File: config.mk
export PLATFORM = sky130hd
export DESIGN_NAME = lsu_halfword_flat
export DESIGN_NICKNAME = d
export VERILOG_FILES = /design/src/rtl/lsu_pkg.sv /design/src/rtl/lsu_halfword_if.sv /design/src/rtl/lsu_half_lane.sv /design/src/rtl/lsu_halfword.sv /design/src/flat_wrapper.sv
export SDC_FILE = /design/constraint.sdc
export NUM_CORES = 1
export LEC_CHECK = 0
export BUFFER_PORTS_ARGS = -buffer_cell sky130_fd_sc_hd__buf_2
export CORE_MARGIN = 5
export CORE_UTILIZATION = 35
export CTS_CLUSTER_DIAMETER = 150
export DETAILED_ROUTE_END_ITERATION = 7
export GPL_TIMING_DRIVEN = 0
export PLACE_DENSITY = 0.69
export SETUP_SLACK_MARGIN = 0.4
export SKIP_CTS_REPAIR_TIMING = 1
export SLEW_MARGIN = 20
export SYNTH_ARGS = -nofsm -noshare
export SYNTH_HDL_FRONTEND = slang
export SYNTH_SLANG_ARGS = --single-unit
File: constraint.sdc
create_clock -name clk -period 1.8 [get_ports clk]
set_input_delay 0.36 -clock clk [delete_from_list [all_inputs] [get_ports clk]]
set_output_delay 0.36 -clock clk [all_outputs]
set_load 0.05 [all_outputs]
File: src/rtl/lsu_pkg.sv
// Shared types, constants and helpers for the halfword load/store unit.
package lsu_pkg;
    localparam int unsigned XLEN  = 32;
    localparam int unsigned HALF  = 16;
    localparam int unsigned BE_W  = 4;
    localparam int unsigned CNT_W = 8;

    typedef enum logic [1:0] {
        IDLE = 2'd0,
        REQ  = 2'd1,
        DONE = 2'd2
    } lsu_state_e;

    localparam logic [BE_W-1:0] BE_LO = 4'b0011;
    localparam logic [BE_W-1:0] BE_HI = 4'b1100;

    typedef struct packed {
        logic            we;
        logic [XLEN-1:0] addr;
        logic [XLEN-1:0] wdata;
        logic [BE_W-1:0] be;
    } mem_cmd_t;

    function automatic logic [XLEN-1:0] sext_half(input logic [HALF-1:0] h);
        return {{(XLEN-HALF){h[HALF-1]}}, h};
    endfunction
endpackage

File: src/rtl/lsu_halfword_if.sv
// Core request/response and data-memory port signals of the halfword LSU.
interface lsu_halfword_if;
    import lsu_pkg::*;

    logic            start;
    logic            is_store;
    logic [XLEN-1:0] addr;
    logic [XLEN-1:0] store_data;
    logic            busy;
    logic            done;
    logic [XLEN-1:0] load_data;
    logic            err_misaligned;
    logic            err_timeout;
    logic            mem_req;
    logic            mem_we;
    logic [XLEN-1:0] mem_addr;
    logic [XLEN-1:0] mem_wdata;
    logic [BE_W-1:0] mem_be;
    logic            mem_ready;
    logic [XLEN-1:0] mem_rdata;

    modport master (
        output start, is_store, addr, store_data, mem_ready, mem_rdata,
        input  busy, done, load_data, err_misaligned, err_timeout,
               mem_req, mem_we, mem_addr, mem_wdata, mem_be
    );

    modport slave (
        input  start, is_store, addr, store_data, mem_ready, mem_rdata,
        output busy, done, load_data, err_misaligned, err_timeout,
               mem_req, mem_we, mem_addr, mem_wdata, mem_be
    );
endinterface

File: src/rtl/lsu_half_lane.sv
// Byte-lane steering for halfword accesses: enables, write replication,
// read lane select with sign extension, and misalignment detection.
module lsu_half_lane
    import lsu_pkg::*;
(
    input  logic [1:0]      addr_lo_i,
    input  logic [XLEN-1:0] store_data_i,
    input  logic [XLEN-1:0] mem_rdata_i,
    output logic [BE_W-1:0] be_c,
    output logic [XLEN-1:0] wdata_c,
    output logic [XLEN-1:0] load_ext_c,
    output logic            misaligned_c
);
    // Only the low halfword of rs2 is ever stored.
    logic unused_store_hi;
    assign unused_store_hi = ^store_data_i[XLEN-1:HALF];

    assign misaligned_c = addr_lo_i[0];
    assign be_c         = addr_lo_i[1] ? BE_HI : BE_LO;
    assign wdata_c      = {store_data_i[HALF-1:0], store_data_i[HALF-1:0]};
    assign load_ext_c   = sext_half(addr_lo_i[1] ? mem_rdata_i[XLEN-1:HALF]
                                                 : mem_rdata_i[HALF-1:0]);
endmodule

File: src/rtl/lsu_halfword.sv
// Halfword load/store unit: one data-memory transaction per lh/sh request,
// with misalignment rejection and a bounded wait for mem_ready.
module lsu_halfword
    import lsu_pkg::*;
#(
    parameter int unsigned TIMEOUT_CYCLES = 15
) (
    input logic           clk,
    input logic           rst_n,
    lsu_halfword_if.slave bus
);
    localparam logic [CNT_W-1:0] TO_LIMIT = CNT_W'(TIMEOUT_CYCLES);

    lsu_state_e       state_q, state_d;
    mem_cmd_t         cmd_q, cmd_d;
    logic             is_store_q, is_store_d;
    logic [1:0]       addr_lo_q, addr_lo_d;
    logic [CNT_W-1:0] cnt_q, cnt_d;
    logic [XLEN-1:0]  load_data_q, load_data_d;
    logic             mem_req_q, mem_req_d;
    logic             busy_q, busy_d;
    logic             done_q, done_d;
    logic             err_mis_q, err_mis_d;
    logic             err_to_q, err_to_d;

    logic [1:0]       lane_addr_lo;
    logic [BE_W-1:0]  be_c;
    logic [XLEN-1:0]  wdata_c;
    logic [XLEN-1:0]  load_ext_c;
    logic             misaligned_c;

    // Lane unit sees the incoming address while idle and the latched one afterwards.
    assign lane_addr_lo = (state_q == IDLE) ? bus.addr[1:0] : addr_lo_q;

    lsu_half_lane u_lane (
        .addr_lo_i    (lane_addr_lo),
        .store_data_i (bus.store_data),
        .mem_rdata_i  (bus.mem_rdata),
        .be_c         (be_c),
        .wdata_c      (wdata_c),
        .load_ext_c   (load_ext_c),
        .misaligned_c (misaligned_c)
    );

    always_ff @(posedge clk or negedge rst_n) begin
        if (!rst_n) begin
            state_q     <= IDLE;
            cmd_q       <= '0;
            is_store_q  <= 1'b0;
            addr_lo_q   <= 2'b00;
            cnt_q       <= '0;
            load_data_q <= '0;
            mem_req_q   <= 1'b0;
            busy_q      <= 1'b0;
            done_q      <= 1'b0;
            err_mis_q   <= 1'b0;
            err_to_q    <= 1'b0;
        end else begin
            state_q     <= state_d;
            cmd_q       <= cmd_d;
            is_store_q  <= is_store_d;
            addr_lo_q   <= addr_lo_d;
            cnt_q       <= cnt_d;
            load_data_q <= load_data_d;
            mem_req_q   <= mem_req_d;
            busy_q      <= busy_d;
            done_q      <= done_d;
            err_mis_q   <= err_mis_d;
            err_to_q    <= err_to_d;
        end
    end

    always_comb begin
        state_d     = state_q;
        cmd_d       = cmd_q;
        is_store_d  = is_store_q;
        addr_lo_d   = addr_lo_q;
        cnt_d       = cnt_q;
        load_data_d = load_data_q;
        err_mis_d   = 1'b0;
        err_to_d    = 1'b0;

        unique case (state_q)
            IDLE: begin
                if (bus.start) begin
                    if (misaligned_c) begin
                        state_d   = DONE;
                        err_mis_d = 1'b1;
                    end else begin
                        state_d    = REQ;
                        cmd_d.we   = bus.is_store;
                        cmd_d.addr = {bus.addr[XLEN-1:2], 2'b00};
                        cmd_d.wdata = wdata_c;
                        cmd_d.be   = be_c;
                        is_store_d = bus.is_store;
                        addr_lo_d  = bus.addr[1:0];
                        cnt_d      = '0;
                    end
                end
            end
            REQ: begin
                if (bus.mem_ready) begin
                    state_d = DONE;
                    if (!is_store_q) begin
                        load_data_d = load_ext_c;
                    end
                end else begin
                    cnt_d = cnt_q + CNT_W'(1);
                    if (cnt_d == TO_LIMIT) begin
                        state_d  = DONE;
                        err_to_d = 1'b1;
                    end
                end
            end
            DONE:    state_d = IDLE;
            default: state_d = IDLE;
        endcase

        // Status outputs are registered copies of the upcoming state.
        mem_req_d = (state_d == REQ);
        busy_d    = (state_d != IDLE);
        done_d    = (state_d == DONE);
    end

    assign bus.busy           = busy_q;
    assign bus.done           = done_q;
    assign bus.load_data      = load_data_q;
    assign bus.err_misaligned = err_mis_q;
    assign bus.err_timeout    = err_to_q;
    assign bus.mem_req        = mem_req_q;
    assign bus.mem_we         = cmd_q.we;
    assign bus.mem_addr       = cmd_q.addr;
    assign bus.mem_wdata      = cmd_q.wdata;
    assign bus.mem_be         = cmd_q.be;
endmodule

File: src/flat_wrapper.sv
// flat-port wrapper written by rule: the top's interface ports become plain ports
module lsu_halfword_flat import lsu_pkg::*;
#(
    parameter int unsigned TIMEOUT_CYCLES = 15
)
  (clk, rst_n, bus_start, bus_is_store, bus_addr, bus_store_data, bus_mem_ready, bus_mem_rdata, bus_busy, bus_done, bus_load_data, bus_err_misaligned, bus_err_timeout, bus_mem_req, bus_mem_we, bus_mem_addr, bus_mem_wdata, bus_mem_be);
  lsu_halfword_if bus_i ();
  input logic clk;
  input logic rst_n;
  input wire logic [$bits(bus_i.start)-1:0] bus_start;
  input wire logic [$bits(bus_i.is_store)-1:0] bus_is_store;
  input wire logic [$bits(bus_i.addr)-1:0] bus_addr;
  input wire logic [$bits(bus_i.store_data)-1:0] bus_store_data;
  input wire logic [$bits(bus_i.mem_ready)-1:0] bus_mem_ready;
  input wire logic [$bits(bus_i.mem_rdata)-1:0] bus_mem_rdata;
  output wire logic [$bits(bus_i.busy)-1:0] bus_busy;
  output wire logic [$bits(bus_i.done)-1:0] bus_done;
  output wire logic [$bits(bus_i.load_data)-1:0] bus_load_data;
  output wire logic [$bits(bus_i.err_misaligned)-1:0] bus_err_misaligned;
  output wire logic [$bits(bus_i.err_timeout)-1:0] bus_err_timeout;
  output wire logic [$bits(bus_i.mem_req)-1:0] bus_mem_req;
  output wire logic [$bits(bus_i.mem_we)-1:0] bus_mem_we;
  output wire logic [$bits(bus_i.mem_addr)-1:0] bus_mem_addr;
  output wire logic [$bits(bus_i.mem_wdata)-1:0] bus_mem_wdata;
  output wire logic [$bits(bus_i.mem_be)-1:0] bus_mem_be;
  assign bus_i.start = bus_start;
  assign bus_i.is_store = bus_is_store;
  assign bus_i.addr = bus_addr;
  assign bus_i.store_data = bus_store_data;
  assign bus_i.mem_ready = bus_mem_ready;
  assign bus_i.mem_rdata = bus_mem_rdata;
  assign bus_busy = bus_i.busy;
  assign bus_done = bus_i.done;
  assign bus_load_data = bus_i.load_data;
  assign bus_err_misaligned = bus_i.err_misaligned;
  assign bus_err_timeout = bus_i.err_timeout;
  assign bus_mem_req = bus_i.mem_req;
  assign bus_mem_we = bus_i.mem_we;
  assign bus_mem_addr = bus_i.mem_addr;
  assign bus_mem_wdata = bus_i.mem_wdata;
  assign bus_mem_be = bus_i.mem_be;
  lsu_halfword #(.TIMEOUT_CYCLES(TIMEOUT_CYCLES)) u_core (.clk(clk), .rst_n(rst_n), .bus(bus_i));
endmodule
# Yosys cells after proc, flatten, opt, wreduce, memory -nomap -nowiden
# Cells that the tools add are included.
[word_totals]
regBits = 100
output_inout_bits = 106
wordCells = 47
[op_classes]
add_sub_neg = 1
n_eq_ne = 7
n_mux = 18
bitwise = 2
reduce_logical = 6
[op_table]
columns = ["cell", "n"]
rows = [
  ["8-bit two-way mux", 3],
  ["16-bit two-way mux", 1],
  ["8-bit case mux with 2 select lines", 1],
  ["2-bit two-way mux", 5],
  ["8-bit by 1-bit adder with 8-bit output, second input constant", 1],
  ["8-bit by 4-bit == test with 1-bit output, second input constant", 1],
  ["1-bit two-way mux", 6],
  ["2-bit != test, second input constant", 3],
  ["3-bit AND reduction", 2],
  ["2-bit by 1-bit == test with 1-bit output, second input constant", 2],
  ["4-bit two-way mux", 1],
  ["2-bit case mux with 2 select lines", 1],
  ["4-bit AND reduction", 1],
  ["2-bit nonzero test", 2],
  ["2-bit == test, second input constant", 1],
  ["2-bit zero test", 1],
  ["1-bit NOT", 2],
]

# Logic depth before layout (Yosys ltp)
[depth]
depth_word = 6
ltp_mapped = 6
ltp_nobuf = 5

# Hierarchy
# A second synthesis with hierarchy kept.
[unflattened]
cells_unflattened = 364
area_unflattened_um2 = 5163.7
[modules_own_cells]
columns = ["module", "instances", "cells_each", "area_each_um2"]
rows = [
  ["lsu_halfword", 1, 293, 4524.3],
  ["lsu_half_lane", 1, 71, 639.4],
]

# Least setup slack after synthesis
# OpenSTA, ideal clock, no wires.
[synth_timing]
kind = "register to register"
start = "register u_core.cnt_q[3]"
end = "register u_core.mem_req_q (netlist: u_core.bus.mem_req)"
setup_ps = 124
arrival_time_ps = 1594
required_time_ps = 1676
slack_ps = 82
path_stages_with_launch = 6
path_buffers = 1
period_less_slack_ps = 1718
cell_sequence = "dfrtp_1 -> and4_1 -> buf_6 -> a211o_1 -> a211o_1 -> o31a_1"
[synth_between]
elab_chain_cells = 6
[synth_lines]
columns = ["item", "line", "rtl"]
rows = [
  ["start: declaration", "lsu_halfword.sv:18", "logic [CNT_W-1:0] cnt_q, cnt_d;"],
  ["start signal: assignment", "lsu_halfword.sv:63", "cnt_q <= cnt_d;"],
  ["8-bit by 1-bit adder with 8-bit output", "lsu_halfword.sv:108", "cnt_d = cnt_q + CNT_W'(1);"],
  ["8-bit by 4-bit == test with 1-bit output", "lsu_halfword.sv:109", "if (cnt_d == TO_LIMIT) begin"],
  ["2-bit two-way mux", "lsu_halfword.sv:109", ""],
  ["2-bit two-way mux", "lsu_halfword.sv:102", "if (bus.mem_ready) begin"],
  ["2-bit case mux with 2 select lines", "lsu_halfword.sv:83", "unique case (state_q)"],
  ["2-bit by 1-bit == test with 1-bit output", "lsu_halfword.sv:120", "mem_req_d = (state_d == REQ);"],
  ["named net u_core.mem_req_d", "lsu_halfword.sv:20", "logic mem_req_q, mem_req_d;"],
  ["end signal: assignment", "lsu_halfword.sv:65", "mem_req_q <= mem_req_d;"],
  ["end: declaration", "lsu_halfword.sv:20", ""],
]
# The timed path passes the listed nets, and every way through them passes these cells.
# A chain may end at the register's enable or synchronous reset.

# Worst setup path after layout
[layout_timing]
start = "register u_core.cnt_q[0]"
end = "register u_core.mem_req_q (netlist: u_core.bus.mem_req)"
# The elaborated chain is that of the path after synthesis.

==> summary.md <==
| Metric | Value |
|---|---|
| H-tree Lvls | `3` |
| EDFF count, synth | `0` |
| DRT Wirelength | `roughly 11000 um` |
| Setup slack, reg-to-reg | `50 ps` |
| Status | `finished clean` |
| Final core occ | `0.615` |
| Fin crit share | `0.972` |
| Drt drc | `0` |
| Worst path required time | `just over 2000 ps` |
| Area grow syn2layout | `73.8%` |
| Row count | `37` |
| Routed len/inst | `around 17 um` |
| Fill count | `between 700 and 800` |
| Final ANT Viol Nets | `0` |
| Kind of critical path | `register to register` |
| Root Buffer | `clkbuf_8` |
| Final instance area | `6270 um2` |
| Max Buffers Root-to-Sink | `2` |
| Setup TNS Final | `0 ps` |
| Total CTS buffers | `9` |
| Worst-Skew Late Latency | `~350 ps` |
| Warnings from Yosys | `0` |
| Via count | `3056` |
| Max-cap viol count | `0` |
| Final setup viols | `0` |
| Total track usage | `0.138` |
| Vias in the first global route | `around 2.9k` |
| Worst setup EP type | `register` |
| Hold Fails Final Rpt | `0` |
| Sequential element share of the synthesized area | `0.562` |
| First-pass GRT wire length | `between 10000 and 15000 um` |
| Clock slew at reported path FFs | `90 ps` |
| Largest net degree at the start of global routing | `~50` |
| Slew Limit Fails | `0` |
| Critical path arrival | `around 2000 ps` |
| Core area | `roughly 10000 um2` |
| Maximum vdd drop | `about 1300 uV` |
| I/O pin count | `207` |
| Post-synthesis cell count | `a little under 300` |
| Gpl congestion | `roughly 0.8` |
| Dominant cell type by area after synthesis | `dfrtp_1` |
| Post-Syn Area | `between 3000 and 4000 um2` |
| Synthesized flop and latch total | `81` |
| Initial antenna violation count | `0` |
| CTS tree | `done` |
| Worst hold path class | `input port to register` |
| Layout cells sized above 1 | `0.656` |
| Max Fclk | `~570 MHz` |
| Synth top area cells | `dfrtp_1, mux2_2, buf_4, mux2i_1, a21oi_1` |
| Fin crit period | `around 1700 ps` |
| Sink Count | `slightly above 80` |
| Leakage | `3.11 nW` |
| DRT Pass-1 Iters | `4` |
| Total die area | `between 10000 and 15000 um2` |
| Startpoint Class | `register` |
| GRT overflow | `0` |
| Port buffer count | `about 190` |
| DR vias/cell | `4.65` |
| Nets | `619` |
| Starting Density | `0.354` |
| Die Ht | `about 110 um` |
| Synth Flop Type | `dfrtp_1` |
| Netlist cell types | `33` |
| RSZ-0062 raised after global routing | `true` |
| ANT cells | `0` |
| Ys async rst share | `1.00` |
| Commonest non-fill, non-tap cell in the layout | `buf_2` |
| Placed cell area | `approximately 4800 um2` |
| CP max FO | `6` |
| Worst hold slack | `around 230 ps` |
| Initial DRC Count | `69` |
| Chip width | `roughly 110 um` |
| Pwr/cell area | `approximately 1900 nW/um2` |
| Average cell area after synthesis | `~12 um2` |
| Layout Skew | `~8.3 ps` |
| Post-DP HPWL | `around 6600 um` |
| Post-synth top area share | `0.562` |
| Commonest non-fill, non-tap cells in the layout | `buf_2, dfrtp_1, buf_6` |
## registers in the layout, summed over array words and instances (netlist names), 2 cells and up
signal                flops
u_core.bus.mem_be         2
u_core.bus.load_data     16
u_core.cnt_q              8
u_core.bus.mem_wdata     16
u_core.bus.mem_addr      30
u_core.state_q            2
## cell type report
| class | count | area, um2 | share of cell area |
|---|---|---|---|
| Multi-Input combinational cell | 158 | 1490 | 0.238 |
| Clock inverter | 5 | 103 | 0.0164 |
| Tap cell | 136 | 170 | 0.0272 |
| Buffer | 50 | 573 | 0.0914 |
| Clock buffer | 11 | 141 | 0.0226 |
| Sequential cell | 81 | 2030 | 0.324 |
| Timing Repair Buffer | 214 | 1750 | 0.280 |
| Inverter | 2 | 7.51 | 0.00120 |
## layer usage
metal  global-route usage  part of all wire
met5                    0                 0
met1                0.162              0.40
met3               0.0560             0.072
met2                0.231              0.52
met4               0.0454            0.0099
## cell families (layout without fill, tap and decap cells)
group,after synthesis,count (layout),synth area share
compound gates,38,38,0.0621
xor+xnor,5,5,0.0121
fa+ha+maj,2,2,0.00694
buf+inv,52,282,0.0968
flops,81,81,0.562
mux,65,65,0.197
other cells,1,2,0.00104
simple gates,46,46,0.0618
## worst max-delay path: stages (launching register included)
cell     delay, ps
dfrtp_1        430
and4_1         230
buf_6          120
a211o_1        240
a211o_1        320
o31a_1         280
## report_power, final
group          internal (W)  switching, W  total [W]
Clock              0.000959      0.000674    0.00163
Sequential          0.00242      0.000463    0.00288
Combinational       0.00313       0.00453    0.00766
## Yosys cell counts, drive strengths merged, types with 2 or more instances
library cell / count
a211o: 2
a21oi: 19
buf: 44
clkbuf: 6
dfrtp: 81
ha: 2
inv: 2
mux2: 48
mux2i: 17
nand2: 7
nand2b: 2
nand3: 3
nand4: 2
nor2: 24
nor3b: 2
o21ai: 7
o22ai: 2
o31a: 2
o31ai: 3
xor2: 4
## per-stage QoR
stage | setup WS (ps) | cells | power [W]
2_1_floorplan | 178 | 291 | 0.00729
4_1_cts | -266 | 632 | 0.0102
5_1_grt | -27.1 | 657 | 0.0126
6_report | 50.2 | 657 | 0.0122
3_5_place_dp | -278 | 616 | 0.00857
3_3_place_gp | -381 | 615 | 0.00847
## path summary, 6_finish.rpt
kind,startpoint,to,cells past startpoint
worst max-delay path,u_core.cnt_q[0],u_core.bus.mem_req,5
worst max register to register,u_core.cnt_q[0],u_core.bus.mem_req,5
min in group asynchronous,rst_n,u_core.bus.mem_wdata[20],2
worst min register to register,u_core.bus.mem_addr[11],u_core.bus.mem_addr[11],1
max in group asynchronous,rst_n,u_core.bus.load_data[15],3
worst min-delay path,bus_store_data[15],u_core.bus.mem_wdata[15],2
Power figures use the tool's default switching activity.
